==> config.mk <==
export PLATFORM = sky130hd
export DESIGN_NAME = spi_master_param
export DESIGN_NICKNAME = d
export VERILOG_FILES = /design/src/rtl/spi_pkg.sv /design/src/rtl/spi_clk_div.sv /design/src/rtl/spi_master_param.sv
export SDC_FILE = /design/constraint.sdc
export NUM_CORES = 1
export LEC_CHECK = 0
export BUFFER_PORTS_ARGS = -buffer_cell sky130_fd_sc_hd__buf_2
export CORE_MARGIN = 3
export CORE_UTILIZATION = 54
export CTS_BUF_LIST = sky130_fd_sc_hd__clkbuf_4 sky130_fd_sc_hd__clkbuf_8
export CTS_CLUSTER_DIAMETER = 100
export DETAILED_ROUTE_END_ITERATION = 8
export GPL_TIMING_DRIVEN = 0
export PLACE_DENSITY = 0.85
export SLEW_MARGIN = 25
export SYNTH_ARGS = -nofsm -noshare
export SYNTH_HDL_FRONTEND = slang
export SYNTH_SLANG_ARGS = --single-unit
==> constraint.sdc <==
create_clock -name global_clk -period 2 [get_ports global_clk]
set_input_delay 0.6 -clock global_clk [delete_from_list [all_inputs] [get_ports global_clk]]
set_output_delay 0.6 -clock global_clk [all_outputs]
set_load 0.05 [all_outputs]
==> src/rtl/spi_pkg.sv <==
// Shared SPI definitions: FSM encodings, mode constants and CPOL/CPHA field helpers.
package spi_pkg;

  typedef enum logic [1:0] {
    IDLE  = 2'd0,
    SETUP = 2'd1,
    XFER  = 2'd2,
    HOLD  = 2'd3
  } spi_state_e;

  localparam logic [1:0] SPI_MODE0 = 2'b00;
  localparam logic [1:0] SPI_MODE1 = 2'b01;
  localparam logic [1:0] SPI_MODE2 = 2'b10;
  localparam logic [1:0] SPI_MODE3 = 2'b11;

  localparam int unsigned CPOL_BIT = 1;
  localparam int unsigned CPHA_BIT = 0;

  function automatic logic mode_cpol(input logic [1:0] m);
    return m[CPOL_BIT];
  endfunction

  function automatic logic mode_cpha(input logic [1:0] m);
    return m[CPHA_BIT];
  endfunction

endpackage

==> src/rtl/spi_clk_div.sv <==
// Half-period tick generator: counts while enabled, restarts from 0 on clear.
module spi_clk_div #(
  parameter int unsigned CLK_DIV = 16
) (
  input  logic global_clk,
  input  logic reset,
  input  logic en,
  input  logic clr,
  output logic tick
);

  localparam int unsigned CW = $clog2(CLK_DIV);

  logic [CW-1:0] cnt;

  assign tick = en && (cnt == CW'(CLK_DIV - 1));

  // Free-running modulo-CLK_DIV counter, held at 0 while cleared.
  always_ff @(posedge global_clk or negedge reset) begin
    if (!reset) begin
      cnt <= '0;
    end else if (clr) begin
      cnt <= '0;
    end else if (en) begin
      cnt <= tick ? '0 : cnt + 1'b1;
    end
  end

endmodule

==> src/rtl/spi_master_param.sv <==
// Parametrised full-duplex SPI master with run-time mode and bit-order selection.
module spi_master_param
  import spi_pkg::*;
#(
  parameter int unsigned DATA_W  = 8,
  parameter int unsigned CLK_DIV = 16,
  parameter int unsigned NUM_SS  = 2,
  localparam int unsigned SS_W   = (NUM_SS > 1) ? $clog2(NUM_SS) : 1
) (
  input  logic              global_clk,
  input  logic              reset,
  input  logic              start,
  input  logic [DATA_W-1:0] tx_data,
  input  logic [SS_W-1:0]   ss_sel,
  input  logic [1:0]        mode,
  input  logic              lsb_first,
  output logic              busy,
  output logic              done,
  output logic [DATA_W-1:0] rx_data,
  output logic              sclk,
  output logic              mosi,
  input  logic              miso,
  output logic [NUM_SS-1:0] ss_n
);

  localparam int unsigned EW = $clog2(2 * DATA_W + 1);

  spi_state_e        state_q, state_d;
  logic              tick, div_clr, accept, last_edge, odd_edge;
  logic              cpol_q, cpha_q, lsb_q;
  logic [SS_W-1:0]   ss_q;
  logic [DATA_W-1:0] tx_sh, rx_sh;
  logic [EW-1:0]     edge_cnt;

  function automatic logic out_bit(input logic [DATA_W-1:0] w, input logic lsb);
    return lsb ? w[0] : w[DATA_W-1];
  endfunction

  function automatic logic [DATA_W-1:0] shift_w(input logic [DATA_W-1:0] w,
                                                input logic lsb, input logic in);
    return lsb ? {in, w[DATA_W-1:1]} : {w[DATA_W-2:0], in};
  endfunction

  assign accept    = (state_q == IDLE) && start && (32'(ss_sel) < NUM_SS);
  assign last_edge = (edge_cnt == EW'(2 * DATA_W - 1));
  // edge_cnt is 0-based, so an even count is an odd-numbered (leading) edge
  assign odd_edge  = ~edge_cnt[0];
  assign busy      = (state_q != IDLE);
  assign div_clr   = (state_q == IDLE) || (state_d != state_q);

  spi_clk_div #(.CLK_DIV(CLK_DIV)) u_div (
    .global_clk (global_clk),
    .reset      (reset),
    .en         (busy),
    .clr        (div_clr),
    .tick       (tick)
  );

  // FSM state register.
  always_ff @(posedge global_clk or negedge reset) begin
    if (!reset) state_q <= IDLE;
    else        state_q <= state_d;
  end

  // Next-state logic: each non-idle phase ends on a divider tick.
  always_comb begin
    state_d = state_q;
    unique case (state_q)
      IDLE:  if (accept)            state_d = SETUP;
      SETUP: if (tick)              state_d = XFER;
      XFER:  if (tick && last_edge) state_d = HOLD;
      HOLD:  if (tick)              state_d = IDLE;
      default:                      state_d = IDLE;
    endcase
  end

  // Active-low one-hot slave select, driven only while a transfer is in progress.
  always_comb begin
    ss_n = '1;
    for (int unsigned i = 0; i < NUM_SS; i++) begin
      ss_n[i] = !(busy && (ss_q == SS_W'(i)));
    end
  end

  // Datapath: config capture, SCLK generation, shift registers, result and done pulse.
  always_ff @(posedge global_clk or negedge reset) begin
    if (!reset) begin
      cpol_q   <= 1'b0;
      cpha_q   <= 1'b0;
      lsb_q    <= 1'b0;
      ss_q     <= '0;
      sclk     <= 1'b0;
      mosi     <= 1'b0;
      tx_sh    <= '0;
      rx_sh    <= '0;
      edge_cnt <= '0;
      rx_data  <= '0;
      done     <= 1'b0;
    end else begin
      done <= 1'b0;
      if (accept) begin
        cpol_q   <= mode_cpol(mode);
        cpha_q   <= mode_cpha(mode);
        lsb_q    <= lsb_first;
        ss_q     <= ss_sel;
        sclk     <= mode_cpol(mode);
        edge_cnt <= '0;
        rx_sh    <= '0;
        // CPHA=0 needs the first bit on the wire before the first edge;
        // CPHA=1 presents it on the first edge instead.
        if (!mode_cpha(mode)) begin
          mosi  <= out_bit(tx_data, lsb_first);
          tx_sh <= shift_w(tx_data, lsb_first, 1'b0);
        end else begin
          tx_sh <= tx_data;
        end
      end else if (state_q == XFER && tick) begin
        sclk     <= ~sclk;
        edge_cnt <= edge_cnt + 1'b1;
        if (cpha_q ? !odd_edge : odd_edge) begin
          rx_sh <= shift_w(rx_sh, lsb_q, miso);
        end
        if (cpha_q ? odd_edge : (!odd_edge && !last_edge)) begin
          mosi  <= out_bit(tx_sh, lsb_q);
          tx_sh <= shift_w(tx_sh, lsb_q, 1'b0);
        end
      end else if (state_q == HOLD) begin
        sclk <= cpol_q;
        if (tick) begin
          rx_data <= rx_sh;
          done    <= 1'b1;
        end
      end
    end
  end

endmodule

Word level (Yosys, flattened, before mapping)
Cells that the tools add are included.
Word-level totals
  output and inout bits: 14
  input port bits: 16
  flip-flop bits (word level): 42
Operators by class
  bitwise logic cells: 5
  equal/unequal tests: 7
  reductions and logical operators: 22
  $add $sub $neg: 2
  mux-type cells: 35
Operators by type and width (number)
  $mux W8: 10
  $mux W1: 15
  $mux W4: 3
  $mux W5: 2
  $reduce_bool A2 Y1: 5
  $mux W2: 4
  $pmux W2 S4: 1
  $logic_and A1 B1 Y1: 7
  $add A5 B1 Y5 const B: 1
  $eq A5 B4 Y1 const B: 1
  $not A1 Y1: 5
  $add A4 B1 Y4 const B: 1
  $eq A2 B2 Y1 const B: 2
  $eq A4 B4 Y1 const B: 1
  $reduce_and A2 Y1: 2
  $reduce_and A4 Y1: 1
  $logic_not A1 Y1: 3
  $reduce_and A3 Y1: 1
  $reduce_bool A3 Y1: 1
  $eq A2 B1 Y1 const B: 1
  $logic_not A2 Y1: 1
  $ne A2 B2 Y1: 1
  $ne A2 B2 Y1 const B: 1
  $logic_or A1 B1 Y1: 1

Depth between registers and ports, before layout
  depth in word-level cells: 8
  depth in mapped cells: 7
  gate-level depth less buffers: 7

Cells and area by module
A second synthesis with hierarchy kept.
Second synthesis, totals
  cell total of the unflattened synthesis: 238
  area total of the unflattened synthesis: 2280.9 µm²
By module, submodules not included
  spi_master_param: instances 1, area each 2075.7 µm², cells each 216, sequential area each 950.9 µm²
  spi_clk_div: instances 1, area each 205.2 µm², cells each 22, sequential area each 100.1 µm²

Worst setup path before layout
No wires, ideal clock.
  kind: register -> output
  from: register state_q[0]
  to: output port ss_n[1]
  cell stages (with the launch flop): 5
  slack: -25 ps
  data arrival time: 1425 ps
  data required time: 1400 ps
  path through: dfrtp_1 > buf_4 > nor2_1 > inv_1 > nand2_1
Between the ends
  word-level cells in the longest chain between the ends: 3
Ends and longest elaborated chain
  start, declared: RTL line spi_master_param.sv:28  | spi_state_e state_q, state_d;
  start signal, assigned: RTL line spi_master_param.sv:62  | else state_q <= state_d;
  $reduce_bool A2 Y1: RTL line spi_master_param.sv:48  | assign busy = (state_q != IDLE);
  named net busy: RTL line spi_master_param.sv:17  | output logic busy,
  $logic_and A1 B1 Y1: RTL line spi_master_param.sv:81  | ss_n[i] = !(busy && (ss_q == SS_W'(i)));
  $logic_not A1 Y1: RTL line spi_master_param.sv:81
  end, declared: RTL line spi_master_param.sv:23  | output logic [NUM_SS-1:0] ss_n
The timed path passes the listed nets, and every way through them passes these cells.

Worst setup path after layout
  from: register state_q[0]
  to: output port ss_n[0]
Between the ends
  word-level cells in the longest chain between the ends: 3
Ends and longest elaborated chain (RTL line)
  $reduce_bool A2 Y1: spi_master_param.sv:48
  $logic_and A1 B1 Y1: spi_master_param.sv:81
  $logic_not A1 Y1: spi_master_param.sv:81
Every way passes these cells.

==> Implementation_results.wiki <==
{| class="wikitable"
! Metric !! Value
|-
| Outcome || complete, no violations
|-
| Number of hold-repair buffers added at the cts stage || 0
|-
| Antenna diode instance count || 0
|-
| Count of cell types in the netlist || 40
|-
| Fin nets || 261
|-
| Antenna violations before repair || 0
|-
| Detailed-route vias per instance || 5.83
|-
| Hold WS || 429 ps
|-
| H-tree levels || 2
|-
| Drt initial violations || 79
|-
| Leakage Power || approximately 1.3 nW
|-
| Max-Cap Viols || 0
|-
| Clk sink count || 42
|-
| Worst-path cell chain || buf_6, nor2_4, or2_2, buf_4
|-
| PD cells || 1220 nW/um2
|-
| Cell Count Post-Placement || 280
|-
| Endpoint kind of the worst setup timing path || output port
|-
| Effective utilization at floorplan || 0.586
|-
| Worst r2r src || edge_cnt[0]
|-
| WL final || 4.51 mm
|-
| Type of the worst min-delay path || input pin to async pin
|-
| Area growth syn-to-layout || 17.6%
|-
| Critical setup path kind || flop to output port
|-
| Number of port buffers || 29
|-
| Path depth of the worst reg2reg path || 7
|-
| Average detailed-routed wire length per instance || 15.5 um
|-
| Count of TritonRoute iterations in the first routing pass || 4
|-
| Site row count || 22
|-
| Max Fclk || 0.509 GHz
|-
| Die area || 4960 um2
|-
| Final core utilization || 0.689
|-
| Routed via count || 1696
|-
| Bufs on Longest Clock Path || 2
|-
| Power Total || 3.22 mW
|-
| Capturing element of the worst setup path || ss_n[0]
|-
| Count of antenna-violating nets left after detailed routing || 0
|-
| Gr ovfl total || 0
|-
| Clock edge transition at the registers on the reported setup and hold paths || roughly 80 ps
|-
| Count of endpoints failing setup in the final report || 0
|-
| Mapped Cells || a little over 200
|-
| Routability Congestion || about 0.8
|-
| Slowest stage cell, crit path || dfrtp_1
|-
| Insertion delay to the later sink of the worst-skew pair || about 300 ps
|-
| Synth Flop Type || dfrtp_1
|-
| CP max stage delay || ~360 ps
|-
| Count of placed standard cells in the final layout, fillers left out || between 200 and 300
|-
| Ratio of final minimum period to clock period || 0.982
|-
| CTS tree || yes
|-
| Number of slew-limit violations in the final report || 0
|-
| Arrival time of data at the critical path endpoint || 1360 ps
|-
| Number of global-route vias before repair || 1653
|-
| Most common cell after layout, fill and taps aside || dfrtp_1
|-
| Die boundary width || 70.4 um
|-
| Worst setup slack for register-to-register paths || 100 ps
|-
| I/O pin total || 30
|-
| Worst vdd rail ir drop || 0.000829 V
|-
| Number of synthesized register bits || 42
|-
| Root buf cell || clkbuf_8
|-
| Cell area after synthesis || 2240 um2
|-
| Final hold violation count || 0
|-
| Count of yosys warnings during synthesis || 0
|-
| Aggregate global-route resource usage || 0.195
|-
| Critical Path Start || state_q[0]
|-
| Async set-reset flop share out of synthesis || 1.00
|-
| Kind of start point of the critical path || flop
|-
| Part of the Yosys area used for sequential elements || 0.469
|-
| Post-Synthesis Mean Instance Area || 11.0 um2
|-
| Worst Tran Pin Value || 902 ps
|-
| Core Area || approximately 3800 um2
|-
| HPWL after detailed placement || 3.13 mm
|-
| Reg-to-Reg End || tx_sh[4]
|-
| Post-route clock skew || 9.73 ps
|-
| Number of synthesized flops with an enable pin || 0
|-
| Required time of the critical path || 1400 ps
|-
| Detailed-route DRC error count || 0
|-
| Largest net degree at the start of global routing || 43
|-
| Vertical die dimension || a little over 70 um
|-
| Most used cells in the layout excluding fill and tap cells || dfrtp_1, buf_2, mux2i_1, nand2_1, mux2_2
|-
| Final min period || 1960 ps
|-
| Wire length of the first global-routing pass || 7.78 mm
|-
| Worst-path maximum fanout || 10
|-
| Layout cell share with drive strength beyond 1 || 0.337
|-
| Number of buffers added by the clock tree synthesis step || 5
|-
| Max-slew headroom at the worst pin || 0.399
|-
| Post-synthesis net count || between 200 and 250
|}
==> how the worst min path moves through the flow <==
stage / start / endpoint / slack (ps) / cells past startpoint
final: reset / state_q[0] / 430 / 1
after global routing: reset / state_q[0] / 490 / 1
after CTS: reset / rx_sh[7] / 460 / 1
after detailed placement: rx_data[2] / rx_data[2] / 490 / 1
after global placement: cpol_q / cpol_q / 460 / 2
after floorplan: reset / cpha_q / 300 / 0
==> worst max-delay path, delay by kind of cell (launching register included) <==
family	cells	cell delay (ps)
buffers and inverters	2	360
DFF	1	360
and+or+nand+nor	2	350
==> state kept, by name (all words and copies together) (netlist names) <==
signal     flops
rx_data        8
ss_q           1
cpol_q         1
tx_sh          8
sclk           1
rx_sh          8
lsb_q          1
edge_cnt       5
state_q        2
u_div.cnt      4
mosi           1
cpha_q         1
done           1
==> per-stage QoR <==
stage	instance area (um2)	worst slack (ps)	TNS, ps
after floorplan	2240	35.0	0
final	2640	36.3	0
after global placement	2450	-117	-918
after detailed placement	2450	-170	-1340
after CTS	2590	8.15	0
after global routing	2640	-9.94	-9.94
==> metal layers <==
layer	wire length, um	track usage	up-vias
met2	2230	0.306	43
met1	1970	0.264	842
li1	-	-	804
met5	0	0	-
met3	239	0.0475	7
met4	68	0.0638	0
==> area by class of cell <==
class                   instances  area (um2)
repair buffers                 32         173
inverters                       6        22.5
plain buffers                  10        70.1
flip-flops and latches         42        1050
well taps                      48        60.1
fillers                       276        1190
clock buffers                   8         110
multi-input cells             145        1150
==> synthesized netlist by cell type (all sizes together) (3+ instances only) <==
cell type,n,area (um2)
nand3,7,40.0
mux2,18,203
a21oi,4,20.0
o22ai,6,37.5
mux2i,27,270
nor2b,9,63.8
inv,6,22.5
nor3b,3,33.8
ha,3,37.5
dfrtp,42,1050
nor2,4,15.0
nand2,23,96.4
o21ai,12,60.1
buf,9,60.1
and3,5,31.3
a211oi,6,45.0
==> cell families (layout without fill, tap and decap cells) <==
kind of cell | count (synthesis) | after routing | synth area share
AND/OR/NAND/NOR | 59 | 59 | 0.155
AO/OA/AOI/OAI | 34 | 34 | 0.0949
XOR/XNOR | 4 | 4 | 0.0156
adder cells (fa/ha/maj) | 3 | 3 | 0.0167
buffers and inverters | 16 | 56 | 0.0385
multiplexers | 45 | 45 | 0.211
flip-flops | 42 | 42 | 0.469
==> where the power goes <==
group,switching (mW),internal (mW)
Sequential,0.181,1.08
Clock,0.276,0.348
Combinational,0.746,0.587
Total,1.20,2.02
==> repair_timing <==
item                       CTS  global route
setup endpoints to repair   11            10
pin swaps                    2             3
gates resized for setup      6             8
buffers inserted             1             2
Note: power is estimated with default switching activity, not from simulation.
